==> config.mk <==
export PLATFORM = sky130hd
export DESIGN_NAME = ahb_slave_mux
export DESIGN_NICKNAME = d
export VERILOG_FILES = /design/src/rtl/ahb_slave_mux_pkg.sv /design/src/rtl/ahb_default_slave.sv /design/src/rtl/ahb_slave_mux.sv
export SDC_FILE = /design/constraint.sdc
export NUM_CORES = 1
export LEC_CHECK = 0
export CAP_MARGIN = 20
export CORE_AREA = 4 4 80 82
export DETAILED_ROUTE_END_ITERATION = 6
export DIE_AREA = 0 0 84 86
export PLACE_DENSITY = 0.88
export SKIP_LAST_GASP = 1
export SLEW_MARGIN = 20
export SYNTH_ARGS = -nofsm -noshare
export SYNTH_HDL_FRONTEND = slang
export SYNTH_SLANG_ARGS = --single-unit
==> constraint.sdc <==
create_clock -name clk -period 5.06 [get_ports clk]
set_clock_uncertainty 0.1 [all_clocks]
set_input_delay 1.012 -clock clk [delete_from_list [all_inputs] [get_ports clk]]
set_output_delay 1.012 -clock clk [all_outputs]
set_load 0.03 [all_outputs]
==> src/rtl/ahb_slave_mux_pkg.sv <==
// Shared AHB-Lite codes, data-phase owner encoding and default memory map for ahb_slave_mux.
package ahb_slave_mux_pkg;

  localparam int unsigned ADDR_W  = 32;
  localparam int unsigned DATA_W  = 32;
  localparam int unsigned NUM_SLV = 4;

  // HTRANS codes
  localparam logic [1:0] HTRANS_IDLE   = 2'b00;
  localparam logic [1:0] HTRANS_BUSY   = 2'b01;
  localparam logic [1:0] HTRANS_NONSEQ = 2'b10;
  localparam logic [1:0] HTRANS_SEQ    = 2'b11;

  // HRESP codes
  localparam logic HRESP_OKAY  = 1'b0;
  localparam logic HRESP_ERROR = 1'b1;

  // Default memory map
  localparam logic [ADDR_W-1:0] MAP_S0_BASE = 32'h0000_0000;
  localparam logic [ADDR_W-1:0] MAP_S0_MASK = 32'hE000_0000;
  localparam logic [ADDR_W-1:0] MAP_S1_BASE = 32'h2000_0000;
  localparam logic [ADDR_W-1:0] MAP_S1_MASK = 32'hE000_0000;
  localparam logic [ADDR_W-1:0] MAP_S2_BASE = 32'h4000_0000;
  localparam logic [ADDR_W-1:0] MAP_S2_MASK = 32'hF000_0000;
  localparam logic [ADDR_W-1:0] MAP_S3_BASE = 32'h5000_0000;
  localparam logic [ADDR_W-1:0] MAP_S3_MASK = 32'hF000_0000;

  // Data-phase owner
  typedef enum logic [2:0] {
    DSEL_S0   = 3'd0,
    DSEL_S1   = 3'd1,
    DSEL_S2   = 3'd2,
    DSEL_S3   = 3'd3,
    DSEL_DEF  = 3'd4,
    DSEL_NONE = 3'd5
  } dsel_e;

  // Default slave error FSM states
  typedef enum logic [1:0] {
    DS_IDLE = 2'd0,
    DS_ERR1 = 2'd1,
    DS_ERR2 = 2'd2
  } ds_state_e;

endpackage

==> src/rtl/ahb_default_slave.sv <==
// Default slave: two-cycle AHB ERROR response for transfers to unmapped space.
module ahb_default_slave
  import ahb_slave_mux_pkg::*;
(
  input  logic clk,
  input  logic rst_n,
  input  logic accept,
  output logic hready,
  output logic hresp
);

  ds_state_e state_q, state_d;
  logic      hready_d;
  logic      hresp_d;

  // Next state; outputs decoded from the next state so they come straight off flops
  always_comb begin
    state_d = state_q;
    case (state_q)
      DS_IDLE: if (accept) state_d = DS_ERR1;
      DS_ERR1: state_d = DS_ERR2;
      DS_ERR2: state_d = accept ? DS_ERR1 : DS_IDLE;
      default: state_d = DS_IDLE;
    endcase
    hready_d = (state_d != DS_ERR1);
    hresp_d  = (state_d != DS_IDLE) ? HRESP_ERROR : HRESP_OKAY;
  end

  // State and registered response outputs
  always_ff @(posedge clk or negedge rst_n) begin
    if (!rst_n) begin
      state_q <= DS_IDLE;
      hready  <= 1'b1;
      hresp   <= HRESP_OKAY;
    end else begin
      state_q <= state_d;
      hready  <= hready_d;
      hresp   <= hresp_d;
    end
  end

endmodule

==> src/rtl/ahb_slave_mux.sv <==
// AHB-Lite address decoder and response mux for four slaves plus a default slave.
// Build option: AHB_MUX_DEFAULT_ERR_EN enables the two-cycle ERROR default slave;
// without it unmapped transfers complete as zero-wait OKAY with zero read data.
module ahb_slave_mux
  import ahb_slave_mux_pkg::*;
#(
  parameter logic [31:0] S0_BASE = MAP_S0_BASE,
  parameter logic [31:0] S0_MASK = MAP_S0_MASK,
  parameter logic [31:0] S1_BASE = MAP_S1_BASE,
  parameter logic [31:0] S1_MASK = MAP_S1_MASK,
  parameter logic [31:0] S2_BASE = MAP_S2_BASE,
  parameter logic [31:0] S2_MASK = MAP_S2_MASK,
  parameter logic [31:0] S3_BASE = MAP_S3_BASE,
  parameter logic [31:0] S3_MASK = MAP_S3_MASK
) (
  input  logic                        clk,
  input  logic                        rst_n,
  input  logic [ADDR_W-1:0]           haddr,
  input  logic [1:0]                  htrans,
  output logic                        hready,
  output logic [DATA_W-1:0]           hrdata,
  output logic                        hresp,
  output logic [NUM_SLV-1:0]          s_hsel,
  input  logic [NUM_SLV*DATA_W-1:0]   s_hrdata,
  input  logic [NUM_SLV-1:0]          s_hready_out,
  input  logic [NUM_SLV-1:0]          s_hresp
);

  dsel_e dsel_q, dsel_d;
  logic  unmapped;
  logic  def_hready;
  logic  def_hresp;
  logic  unused_htrans0;

  // Only htrans[1] distinguishes active transfers from IDLE/BUSY
  assign unused_htrans0 = htrans[0];

  // Address decode, lowest index wins on overlap; independent of htrans
  always_comb begin
    s_hsel = '0;
    dsel_d = DSEL_NONE;
    if ((haddr & S0_MASK) == S0_BASE) begin
      s_hsel = 4'b0001;
      dsel_d = DSEL_S0;
    end else if ((haddr & S1_MASK) == S1_BASE) begin
      s_hsel = 4'b0010;
      dsel_d = DSEL_S1;
    end else if ((haddr & S2_MASK) == S2_BASE) begin
      s_hsel = 4'b0100;
      dsel_d = DSEL_S2;
    end else if ((haddr & S3_MASK) == S3_BASE) begin
      s_hsel = 4'b1000;
      dsel_d = DSEL_S3;
    end else if (htrans[1]) begin
      dsel_d = DSEL_DEF;
    end
  end

  assign unmapped = (dsel_d == DSEL_DEF);

  // Data-phase owner advances only when the current data phase completes
  always_ff @(posedge clk or negedge rst_n) begin
    if (!rst_n) begin
      dsel_q <= DSEL_NONE;
    end else if (hready) begin
      dsel_q <= dsel_d;
    end
  end

`ifdef AHB_MUX_DEFAULT_ERR_EN
  ahb_default_slave u_default_slave (
    .clk    (clk),
    .rst_n  (rst_n),
    .accept (unmapped & hready),
    .hready (def_hready),
    .hresp  (def_hresp)
  );
`else
  logic unused_unmapped;
  assign unused_unmapped = unmapped;
  assign def_hready      = 1'b1;
  assign def_hresp       = HRESP_OKAY;
`endif

  // Response mux driven by the registered data-phase owner
  always_comb begin
    hrdata = '0;
    hready = 1'b1;
    hresp  = HRESP_OKAY;
    case (dsel_q)
      DSEL_S0: begin
        hrdata = s_hrdata[0*DATA_W +: DATA_W];
        hready = s_hready_out[0];
        hresp  = s_hresp[0];
      end
      DSEL_S1: begin
        hrdata = s_hrdata[1*DATA_W +: DATA_W];
        hready = s_hready_out[1];
        hresp  = s_hresp[1];
      end
      DSEL_S2: begin
        hrdata = s_hrdata[2*DATA_W +: DATA_W];
        hready = s_hready_out[2];
        hresp  = s_hresp[2];
      end
      DSEL_S3: begin
        hrdata = s_hrdata[3*DATA_W +: DATA_W];
        hready = s_hready_out[3];
        hresp  = s_hresp[3];
      end
      DSEL_DEF: begin
        hready = def_hready;
        hresp  = def_hresp;
      end
      default: begin
        hrdata = '0;
        hready = 1'b1;
        hresp  = HRESP_OKAY;
      end
    endcase
  end

endmodule
## Word-level counts from Yosys, hierarchy flattened

Index checks and enable logic that the tools add are counted.

- Flip-flop bits (word level): 3
- Latch bits: 0
- Memory bits (writable): 0
- Bits in read-only memories: 0
- Bits of input ports: 172
- Output and inout bits: 38
- Logic and storage cells: 21
- Memories: 0

- $add $sub $neg: 0
- $mul: 0
- Divide/modulo/power cells: 0
- Magnitude comparators: 0
- Eq/ne operators: 6
- Shift operators: 0
- Multiplexer cells: 12
- Bitwise operators: 0
- Reduce and logical (&&, ||, !) cells: 2

Operators by type and width:

| kind | count |
|---|---|
| 32-bit one-hot mux with 4 select lines | 1 |
| 32-bit logical NOT | 1 |
| 4-bit two-way mux | 4 |
| 3-bit two-way mux | 4 |
| 4-bit by 3-bit == test with 1-bit output, second input constant | 2 |
| 1-bit one-hot mux with 4 select lines | 2 |
| 3-bit by 1-bit == test with 1-bit output, second input constant | 2 |
| 3-bit by 2-bit == test with 1-bit output, second input constant | 2 |
| 3-bit logical NOT | 1 |
| 1-bit two-way mux | 1 |

## Logic depth before layout (Yosys ltp)

- Depth after elaboration: 5
- Depth in mapped cells: 6
- Mapped depth without buffers: 4

## Worst setup path before layout

OpenSTA, ideal clock, no wires.

- Path kind: input to output
- From: input s_hready_out[3]
- To: output hready
- Arrival time: 1.801 ns
- Required time: 3.948 ns
- Slack: 2.147 ns
- Cell stages on the path: 3
- Buffers on the path: 0
- Cells stage by stage: mux2_2 > a211oi_2 > o21ai_1

- Cells in the longest elaborated chain, start to end: 1

RTL lines:

| item | RTL line | RTL |
|---|---|---|
| start, declared | ahb_slave_mux.sv:25 | `input logic [NUM_SLV-1:0] s_hready_out,` |
| 1-bit one-hot mux with 4 select lines | ahb_slave_mux.sv:90 | `case (dsel_q)` |
| end, declared | ahb_slave_mux.sv:20 | `output logic hready,` |

No other way between the ends.

## Final worst setup path

- From: register dsel_q[0]
- To: output hrdata[21]

- Cells in the longest elaborated chain, start to end: 2
- Elaborated cells on any way between the ends: 5

RTL lines:

| item | RTL line | RTL |
|---|---|---|
| start, declared | ahb_slave_mux.sv:29 | `dsel_e dsel_q, dsel_d;` |
| start signal, assigned | ahb_slave_mux.sv:66 | `dsel_q <= dsel_d;` |
| 3-bit by 2-bit == test with 1-bit output, or another cell as far along | ahb_slave_mux.sv:90 |  |
| 32-bit one-hot mux with 4 select lines (*) | ahb_slave_mux.sv:90 |  |
| end, declared | ahb_slave_mux.sv:21 | `output logic [DATA_W-1:0] hrdata,` |

Every way passes the cells marked *; elsewhere a longest branch is shown, timed or not.

==> results.py <==
metrics = {
    "status": {
        "status": "finished, final reports clean",
    },
    "min_path": {
        "min-delay-start": "dsel_q[0]$_DFFE_PN1P_",
        "worstHoldPathType": "reg2reg",
    },
    "global_route": {
        "grt_start_max_net_pins": 37,
        "antenna_found_initial": 0,
        "grt_pass1_wl_um": 10480,
        "grt_pass1_vias": 1929,
        "grt_usage_pct": 18.36,
        "overflow": 0,
    },
    "cells_and_area": {
        "nets": 452,
        "layout-drive-gt1-share_pct": 15.77,
        "nFillCells": 496,
        "fin_area_um2": 3142,
        "antenna_cells": 0,
        "largest_registers": "dsel_q x3",
        "fin_cells": 354,
        "largest_register_ffs": 3,
        "largest_register": "dsel_q",
        "final_util_pct": 54.68,
        "area_delta_synth_final_pct": 149.6,
    },
    "logic_synthesis": {
        "synth_largest_area_cell": "mux4_2",
        "synth_nets": 276,
        "synth_top_area_share_pct": 59.05,
        "ys_seq_area_share_pct": 6.163,
        "ys_ff_latch": 3,
        "yosysWarnings": 0,
        "syn-cell-area_um2": 1259,
        "synth_cells": 104,
        "syn_avg_cell_area_um2": 12.10,
        "synthTopCellsByArea": "mux4_2 (59%), nor2b_1 (16%), dfstp_2 (4.2%)",
        "synthDistinctLibCells": 24,
    },
    "floorplanning": {
        "die_w_um": 84,
        "fp-row-count": 28,
        "die_area_um2": 7224,
        "start_util_pct": 21.91,
        "coreArea_um2": 5746,
        "pin_count": 210,
        "die_y_um": 86,
    },
    "worst_setup_path": {
        "r2r-start": "dsel_q[1]$_DFFE_PN0P_",
        "crit_fanout": 21,
        "worst_setup_path_start_kind": "flip-flop",
        "startpoint": "dsel_q[0]$_DFFE_PN1P_",
        "max_stage_delay_ns": 0.92,
        "crit_arrival_ns": 2.83,
        "critPathSlowestCell": "dfstp_2",
        "cp.required_ns": 3.95,
        "worst-setup-path-type": "reg2out",
        "crit_path_end_kind": "output pin",
        "path_cells": "buf_4, mux4_2, nor2b_1, clkdlybuf4s50_1",
    },
    "detailed_routing": {
        "wl_per_cell_um": 19.96,
        "dr.pass1.iters": 4,
        "vias_per_cell": 4.825,
        "first_iter_violations": 44,
        "wirelength_um": 7065,
        "drc": 0,
        "antenna_left": 0,
        "num_vias": 1708,
    },
    "clocking": {
        "clock_sinks": 3,
        "cts.clk_slew.worst_paths_ns": 0.03,
        "htreeDepth": 1,
        "cts_buffers": 3,
        "cts_tree": "built",
        "cts-root-buf": "clkbuf_8",
        "clockBufferDepth": 2,
        "ctsResizeCount": 0,
        "clock_latency_ns": 0.21,
        "post_cts_buffers": 0,
        "holdBufCountCts": 0,
    },
    "timing": {
        "rsz0062_at_grt": "no",
        "setup_tns_ns": 0,
        "hold_viol": 0,
        "max-slew-margin-rel_pct": 39.73,
        "slew_violations": 0,
        "setup_viol": 0,
        "layout_min_cycle_time_ns": 3.938,
        "fmax_mhz": 254.0,
        "period_share_pct": 77.82,
        "worst_pin_slew_ns": 0.9040,
    },
    "placed_design": {
        "io_buffers": 180,
        "dp_cells": 350,
        "dp_hpwl_um": 6127,
        "routabilityCongestion": 0.8614,
        "placed_cell_area_um2": 3097,
    },
    "pwr": {
        "powerDensity_nw_per_um2": 247.5,
        "leakage_nw": 1.108,
        "peakVddDrop_mv": 0.1664,
    },
    "job": {
        "cap_violations": 0,
    },
}
==> final timing paths <==
| kind | endpoint | slack (ns) | cells past startpoint |
|---|---|---|---|
| setup reg to reg | dsel_q[1]$_DFFE_PN0P_ | 2.96 | 4 |
| min in group asynchronous | dsel_q[1]$_DFFE_PN0P_ | 0.89 | 1 |
| max in group asynchronous | dsel_q[0]$_DFFE_PN1P_ | 3.76 | 1 |
| hold reg to reg | dsel_q[0]$_DFFE_PN1P_ | 0.80 | 2 |
| setup / recovery | hrdata[21] | 1.12 | 4 |
| hold / removal | dsel_q[0]$_DFFE_PN1P_ | 0.80 | 2 |
==> per-layer routing <==
metal  wire length [µm]  share of wire, %  up-vias  global-route usage, %
li1                   -                 -      769                      -
met1               2654                38      837                  21.49
met2               3807                54       94                  34.49
met3                502               7.1        8                  4.035
met4                100               1.4        0                  3.655
met5                  0                 0        -                      0
==> cell usage in the layout (no fill, tap or decap), drive strengths merged <==
master	synthesis	routed
clkdlybuf4s50	0	180
mux4	33	33
nor2b	33	33
clkbuf	4	4
nand2	3	3
nor2	3	3
buf	8	3
mux2	2	2
a21o	2	2
dfstp	2	2
a211oi	2	2
inv	1	1
and3b	1	1
o21ai	1	1
nor3	1	1
nor3b	1	1
and3	1	1
a21oi	1	1
and2	1	1
o32ai	1	1
nand2b	1	1
a2bb2oi	1	1
dfrtp	1	1
==> logic make-up (layout without fill, tap and decap cells) <==
| logic type | Yosys count | in the layout | share of synthesized area, % |
|---|---|---|---|
| buf+inv | 13 | 188 | 6.659 |
| simple gates | 45 | 45 | 21.37 |
| mux | 35 | 35 | 60.83 |
| compound gates | 8 | 8 | 4.969 |
| flops | 3 | 3 | 6.163 |
==> through the flow <==
step           hold slack (ns)  power, mW  setup WS, ns
3_5_place_dp            0.8331     0.7158         1.212
4_1_cts                 0.8348     0.7888         1.042
6_report                0.7985     0.7774         1.122
5_1_grt                 0.8955     0.8219        0.9394
3_3_place_gp            0.8378     0.7033         1.216
2_1_floorplan           0.6104     0.4350         2.147
==> synthesized netlist by cell type <==
cell type	n
a211oi_1	1
mux4_2	33
a2bb2oi_1	1
dfstp_2	2
mux2_2	2
and3b_1	1
a211oi_2	1
buf_2	4
nor2b_1	33
nor3_1	1
buf_6	4
nand2b_1	1
nor2_1	3
and2_1	1
o32ai_1	1
dfrtp_1	1
nor3b_1	1
clkbuf_1	4
a21oi_1	1
o21ai_1	1
inv_1	1
nand2_1	3
a21o_1	2
and3_1	1
==> power breakdown <==
part	switching [mW]	internal [mW]
registers	0.0490	0.0325
clock network	0.0150	0.0537
logic	0.266	0.362
==> final cells by class <==
type	count	area (µm²)	share of cell area, %
Sequential cell	3	77.57	2.469
Inverter	1	3.754	0.1195
Multi-Input combinational cell	88	1097	34.93
Tap cell	75	93.84	2.987
Timing Repair Buffer	183	1824	58.06
Clock buffer	4	45.04	1.434
==> worst max-delay path, delay by kind of cell (launching register included) <==
family	cells	cell delay, ns
multiplexers	1	0.53
AND/OR/NAND/NOR	1	0.14
buffers and inverters	2	1.01
flip-flops	1	0.92
(Power assumes the default switching activity.)
